## src/rtl/mainfsm.sv

```systemverilog
// Main control FSM for the multicycle MIPS datapath.
// Each instruction runs through FETCH, DECODE and then its own execute, memory and
// writeback states. Every datapath control is a Moore function of the current state.
// illegal_op is registered: it pulses high for the FETCH cycle that follows a DECODE
// holding an unsupported opcode.
module mainfsm (
    input  logic       clk,
    input  logic       reset,
    input  logic [5:0] op,
    output logic       pcwrite,
    output logic       branch,
    output logic       memwrite,
    output logic       irwrite,
    output logic       regwrite,
    output logic       iord,
    output logic       memtoreg,
    output logic       regdst,
    output logic       alusrca,
    output logic [1:0] alusrcb,
    output logic [1:0] pcsrc,
    output logic [1:0] aluop,
    output logic       illegal_op,
    output logic [3:0] state
);

    typedef enum logic [3:0] {
        StFetch   = 4'd0,
        StDecode  = 4'd1,
        StMemAdr  = 4'd2,
        StMemRd   = 4'd3,
        StMemWb   = 4'd4,
        StMemWr   = 4'd5,
        StRtypeEx = 4'd6,
        StRtypeWb = 4'd7,
        StBeqEx   = 4'd8,
        StAddiEx  = 4'd9,
        StAddiWb  = 4'd10,
        StJEx     = 4'd11
    } state_e;

    localparam logic [5:0] OpLw    = 6'b100011;
    localparam logic [5:0] OpSw    = 6'b101011;
    localparam logic [5:0] OpRtype = 6'b000000;
    localparam logic [5:0] OpBeq   = 6'b000100;
    localparam logic [5:0] OpAddi  = 6'b001000;
    localparam logic [5:0] OpJ     = 6'b000010;

    state_e state_q, state_d;
    logic   illegal_q, illegal_d;

    // State and illegal-opcode flag registers; reset wins over every transition.
    always_ff @(posedge clk) begin
        if (reset) begin
            state_q   <= StFetch;
            illegal_q <= 1'b0;
        end else begin
            state_q   <= state_d;
            illegal_q <= illegal_d;
        end
    end

    // Next-state logic; op is only looked at in DECODE and MEMADR.
    always_comb begin
        state_d   = StFetch;
        illegal_d = 1'b0;
        case (state_q)
            StFetch: state_d = StDecode;
            StDecode: begin
                case (op)
                    OpLw, OpSw: state_d = StMemAdr;
                    OpRtype:    state_d = StRtypeEx;
                    OpBeq:      state_d = StBeqEx;
                    OpAddi:     state_d = StAddiEx;
                    OpJ:        state_d = StJEx;
                    default: begin
                        state_d   = StFetch;
                        illegal_d = 1'b1;
                    end
                endcase
            end
            StMemAdr:  state_d = (op == OpLw) ? StMemRd : StMemWr;
            StMemRd:   state_d = StMemWb;
            StRtypeEx: state_d = StRtypeWb;
            StAddiEx:  state_d = StAddiWb;
            // Terminal states and unreachable codes 12..15 all return to FETCH.
            default:   state_d = StFetch;
        endcase
    end

    // Moore output decode; anything not named for a state stays 0.
    always_comb begin
        pcwrite  = 1'b0;
        branch   = 1'b0;
        memwrite = 1'b0;
        irwrite  = 1'b0;
        regwrite = 1'b0;
        iord     = 1'b0;
        memtoreg = 1'b0;
        regdst   = 1'b0;
        alusrca  = 1'b0;
        alusrcb  = 2'b00;
        pcsrc    = 2'b00;
        aluop    = 2'b00;
        case (state_q)
            StFetch: begin
                irwrite = 1'b1;
                pcwrite = 1'b1;
                alusrcb = 2'b01;
            end
            // Branch target is precomputed in DECODE using SignImm<<2.
            StDecode: alusrcb = 2'b11;
            StMemAdr: begin
                alusrca = 1'b1;
                alusrcb = 2'b10;
            end
            StMemRd: iord = 1'b1;
            StMemWb: begin
                regwrite = 1'b1;
                memtoreg = 1'b1;
            end
            StMemWr: begin
                iord     = 1'b1;
                memwrite = 1'b1;
            end
            StRtypeEx: begin
                alusrca = 1'b1;
                aluop   = 2'b10;
            end
            StRtypeWb: begin
                regwrite = 1'b1;
                regdst   = 1'b1;
            end
            StBeqEx: begin
                alusrca = 1'b1;
                aluop   = 2'b01;
                pcsrc   = 2'b01;
                branch  = 1'b1;
            end
            StAddiEx: begin
                alusrca = 1'b1;
                alusrcb = 2'b10;
            end
            StAddiWb: regwrite = 1'b1;
            StJEx: begin
                pcwrite = 1'b1;
                pcsrc   = 2'b10;
            end
            default: ;
        endcase
    end

    assign illegal_op = illegal_q;
    assign state      = state_q;

endmodule
```

## config.mk

```make
export PLATFORM = sky130hd
export DESIGN_NAME = mainfsm
export DESIGN_NICKNAME = d
export VERILOG_FILES = /design/src/rtl/mainfsm.sv
export SDC_FILE = /design/constraint.sdc
export NUM_CORES = 1
export LEC_CHECK = 0
export CORE_MARGIN = 3
export CORE_UTILIZATION = 35
export DETAILED_ROUTE_END_ITERATION = 10
export GPL_ROUTABILITY_DRIVEN = 0
export HOLD_SLACK_MARGIN = 0.1
export PLACE_DENSITY = 0.73
export SYNTH_ARGS = -nofsm -noshare
export SYNTH_HDL_FRONTEND = slang
export SYNTH_SLANG_ARGS = --single-unit
```

## constraint.sdc

```tcl
create_clock -name clk -period 1.63 [get_ports clk]
set_input_delay 0.489 -clock clk [delete_from_list [all_inputs] [get_ports clk]]
set_output_delay 0.489 -clock clk [all_outputs]
set_load 0.05 [all_outputs]
```

==> out/qor.yml, run 1 <==
placement:
  io_buffers: 27
  hpwl_um: 2260
yosys:
  seq_area_frac_synth_pct: 20.8
  synth_edf_count: 0
  synthCells: 71
  async_flop_share_pct: 0
  synthMuxAreaShare_pct: 0
  syn_avg_cell_area_um2: 6.78
  synth_xor_area_share_pct: 7.27
  yosysUniqueCellTypes: 28
  synth_area_um2: 482
  yosys.area_share.adder_pct: 0
  yosys.area_share.simple_pct: 42.6
  syn_nets: 79
  ys.flop_type: "dfxtp_1"
  synth_top_family_by_area: "simple AND/OR/NAND/NOR gates"
  yosysWarnings: 0
  synth_compound_area_share_pct: 21.6
  synth-seq-cells: 5
floorplan:
  rows: 12
  die_w_um: 43.1
  ioPinCount: 28
  die_height_um: 43.1
  start_util_pct: 40.1
status:
  status: "aborted with a tool error"
  firstError: "[ERROR DPL-0033] detailed placement checks failed during check placement."
  stop_stage: "detailed placement"
synthesized netlist by cell type, types with 2 or more instances:
cell      count  area share (%)
xor2_1        2             3.6
xnor2_1       2             3.6
nand3_1       2             2.1
nand3b_1      2             3.1
nor3b_1       2             3.1
buf_2         3             3.1
o21ai_0       5             5.2
nor4_1        3             3.9
nand2_1       5             3.9
buf_4         2             3.1
nand2b_1      3             3.9
a21oi_1       8             8.3
nor3_1        5             5.2
dfxtp_1       5              21
nor2_1        9             7.0
cell families after synthesis:
group	after synthesis
buffers and inverters	7
AO/OA/AOI/OAI	18
flip-flops	5
XOR/XNOR	4
AND/OR/NAND/NOR	37
stage by stage:
stage          cell area [um2]  worst slack, ns
3_3_place_gp              1190           -0.116
2_1_floorplan              691           -0.225
==> inputs of run 2 (changes only) <==
==> config.mk (replaced) <==
export PLATFORM = sky130hd
export DESIGN_NAME = mainfsm
export DESIGN_NICKNAME = d
export VERILOG_FILES = /design/src/rtl/mainfsm.sv
export SDC_FILE = /design/constraint.sdc
export NUM_CORES = 1
export LEC_CHECK = 0
export CORE_AREA = 3 3 64 66
export DETAILED_ROUTE_END_ITERATION = 10
export DIE_AREA = 0 0 67 69
export GPL_ROUTABILITY_DRIVEN = 0
export PLACE_DENSITY_LB_ADDON = 0.15
export SYNTH_ARGS = -nofsm -noshare
export SYNTH_HDL_FRONTEND = slang
export SYNTH_SLANG_ARGS = --single-unit
==> run 2 against run 1 <==
  * The flow now finishes, with violations (setup timing)
  * Synthesized cell count did not move
  * Synthesized area did not move
==> out/qor.yml, run 2 <==
status:
  status: "complete, but fails checks"
  violations: "setup timing"
cts:
  cts-htree-levels: 1
  cts_buffers: 3
  clock_sinks: 5
  clk_latency_ns: 0.22
  cts.clk_slew.worst_paths_ns: 0.03
  cts_tree: "built"
  clockRootBuffer: "clkbuf_8"
  cts_buffer_depth: 2
power:
  pwr-share-seq_pct: 21.4
  totalPowerFinal_uw: 621
  leakage_uw: 0.000579
  comb_power_share_pct: 43.0
  p_per_area_mw_per_mm2: 413
  netSwitchingPower_uw: 189
  max-vdd-ir-drop_v: 0.000185
  p_sw_share_pct: 30.5
  p_int_uw: 432
  power.share.clock_pct: 35.7
yosys:
  synth_area_um2: 482
  async_flop_share_pct: 0
  ys.flop_type: "dfxtp_1"
  syn_avg_cell_area_um2: 6.78
  syn_nets: 79
  synthCells: 71
  synth_edf_count: 0
  synth-seq-cells: 5
  seq_area_frac_synth_pct: 20.8
  yosysUniqueCellTypes: 28
  synth_top_area_cell: "dfxtp_1"
  synth.most_common_cell: "nor2_1"
  ys_top_cells_by_area: "dfxtp_1, a21oi_1, nor2_1, nor3_1, o21ai_0"
  synth_common_cells: "nor2_1, a21oi_1"
  synth_top_area_share_pct: 20.8
  yosysWarnings: 0
timing:
  fmax_mhz: 572
  worstMarginPinSlew_ns: 0.307
  fin_ws_ns: -0.118
  drv_slew: 0
  hold_viol: 0
  setup_viol: 10
  rsz0062_at_grt: "true"
  holdWs_ns: 0.616
  slew_headroom_pct: 79.4
  layout_min_cycle_time_ns: 1.75
  finalCritPeriodShare_pct: 107
  skew_ns: 0.00150
detailed_routing:
  drtPass1Iterations: 4
  drt-total-wl_um: 1910
  dr_wl_met2_um: 1070
  m1WireLength_um: 750
  wl_met3_um: 83
  ant_nets: 0
  vias: 725
  routed.top_layer: "met4"
  routed_via_density: 4.17
  wire_per_inst_um: 11.0
  remaining_drc_errors: 0
  drt_iter0_drc: 17
hold_path:
  hold_class: "reg2reg"
  hold_path_startpoint: "state[0]"
critical_path:
  setup.worst_path.end: "pcwrite"
  arrival_ns: 1.26
  end_kind: "output port"
  reg2reg_slack_ns: 0.24
  crit_path_start_kind: "flip-flop"
  r2r-end: "state[2]"
  startpoint: "state[1]"
  reg2regPathDepth: 4
  cpMaxStageDelayCell: "or3_4"
  max_stage_delay_ns: 0.39
  worst_ep_required_time_ns: 1.14
  cp_cell_sequence: "or3_4, a21oi_4, buf_12"
  critical_path.max_fanout: 5
  rr_startpoint: "state[2]"
  worstSetupPathType: "reg2out"
cells_and_area:
  layout_commonest_cell: "buf_12"
  final_core_utilization_pct: 41.4
  area_growth_pct: 212
  num_antenna_cells: 0
  final_area_mm2: 0.00150
  num-nets-final: 135
  drive_gt1_share_pct: 64.3
  num-fill-cells: 385
  layout_common_cells: "buf_12, buf_4, a21oi_1"
  largest_reg_flops: 4
placement:
  hpwl_um: 1540
  postPlaceCellArea_mm2: 0.00127
  io_buffers: 27
global_routing:
  grt_antenna_before_repair: 0
  grt_pass1_wl_um: 3160
  grt_max_degree: 8
  overflow: 0
  track_usage_pct: 8.77
  grt_pass1_vias: 733
floorplan:
  fp.coreArea_mm2: 0.00363
  die-area_mm2: 0.00462
  rows: 22
  die_height_um: 69
  start_util_pct: 13.3
  ioPinCount: 28
  die_w_um: 67
job:
  max_cap_violations: 0
==> run 2: cell counts after synthesis <==
Identical to the previous run, type by type.
==> run 2: cells by family (layout without fill, tap and decap cells) <==
family	count (synthesis)	after routing	share of synthesized area, %
xor+xnor	4	4	7.27
flops	5	5	20.8
buf+inv	7	62	7.79
compound gates	18	18	21.6
simple gates	37	37	42.6
==> run 2: worst min-delay path by stage <==
stage,end,slack [ns],cells past startpoint
after floorplan,state[3],0.56,1
after global placement,state[3],0.52,2
after detailed placement,state[3],0.52,2
after CTS,state[0],0.62,3
after global routing,state[0],0.65,3
final,state[0],0.62,3
==> run 2: stage by stage <==
step           worst slack [ns]  cells  setup TNS, ns
6_report                 -0.118    174         -0.520
5_1_grt                  -0.156    174          -1.12
4_1_cts                  -0.154    173         -0.755
3_5_place_dp             -0.205    158         -0.555
3_3_place_gp             -0.161    158         -0.501
2_1_floorplan            -0.225     71          -1.19
==> run 2: worst max-delay path, delay by kind of cell, from the launching register on <==
family                 cells  cell delay [ns]
AOI/OAI and AO/OA          1             0.15
buffers and inverters      1             0.15
DFF                        1             0.35
and+or+nand+nor            1             0.39
==> run 2: power by group through the flow <==
stage	sequential (uW)	clock (uW)	combinational (uW)
3_3_place_gp	136	0	245
5_1_grt	134	241	282
4_1_cts	132	227	268
3_5_place_dp	136	0	245
6_report	133	222	267
2_1_floorplan	148	0	114
==> run 2: cell type report <==
| class | instances | area [um2] | area share [%] |
|---|---|---|---|
| clock buffer | 4 | 45.0 | 3.00 |
| inverter | 1 | 3.75 | 0.250 |
| multi-input combinational | 59 | 520 | 34.6 |
| sequential | 5 | 115 | 7.65 |
| tap | 48 | 60.1 | 3.99 |
| timing repair buffer | 57 | 759 | 50.5 |
==> run 2: per-layer routing <==
layer / GRT usage [%] / vias to the layer above
li1: - / 366
met2: 16.7 / 25
met4: 2.70 / 0
met1: 9.07 / 332
met5: 0 / -
met3: 1.95 / 2
==> run 2: what timing repair did <==
| item | in CTS | in global routing |
|---|---|---|
| setup buffers | 11 | 1 |
| pin swaps | 9 | 7 |
| hold buffers | 0 | 0 |
| gates resized for setup | 10 | 9 |
| hold endpoints to repair | 0 | 0 |
| setup endpoints to repair | 15 | 18 |
No activity file was read; power rests on OpenSTA's default activity.
==> inputs of run 3 (changes only) <==
--- a/config.mk
+++ b/config.mk
@@ -6,6 +6,7 @@
 export NUM_CORES = 1
 export LEC_CHECK = 0
 export CORE_AREA = 3 3 64 66
+export CTS_CLUSTER_DIAMETER = 50
 export DETAILED_ROUTE_END_ITERATION = 10
 export DIE_AREA = 0 0 67 69
 export GPL_ROUTABILITY_DRIVEN = 0
==> results of run 3 <==
Final layout, timing and power as in run 2 (identical DEF).
==> inputs of run 4 (changes only) <==
--- a/config.mk
+++ b/config.mk
@@ -6,7 +6,6 @@
 export NUM_CORES = 1
 export LEC_CHECK = 0
 export CORE_AREA = 3 3 64 66
-export CTS_CLUSTER_DIAMETER = 50
 export DETAILED_ROUTE_END_ITERATION = 10
 export DIE_AREA = 0 0 67 69
 export GPL_ROUTABILITY_DRIVEN = 0
==> results of run 4 <==
Final layout, timing and power as in run 2 (identical DEF).
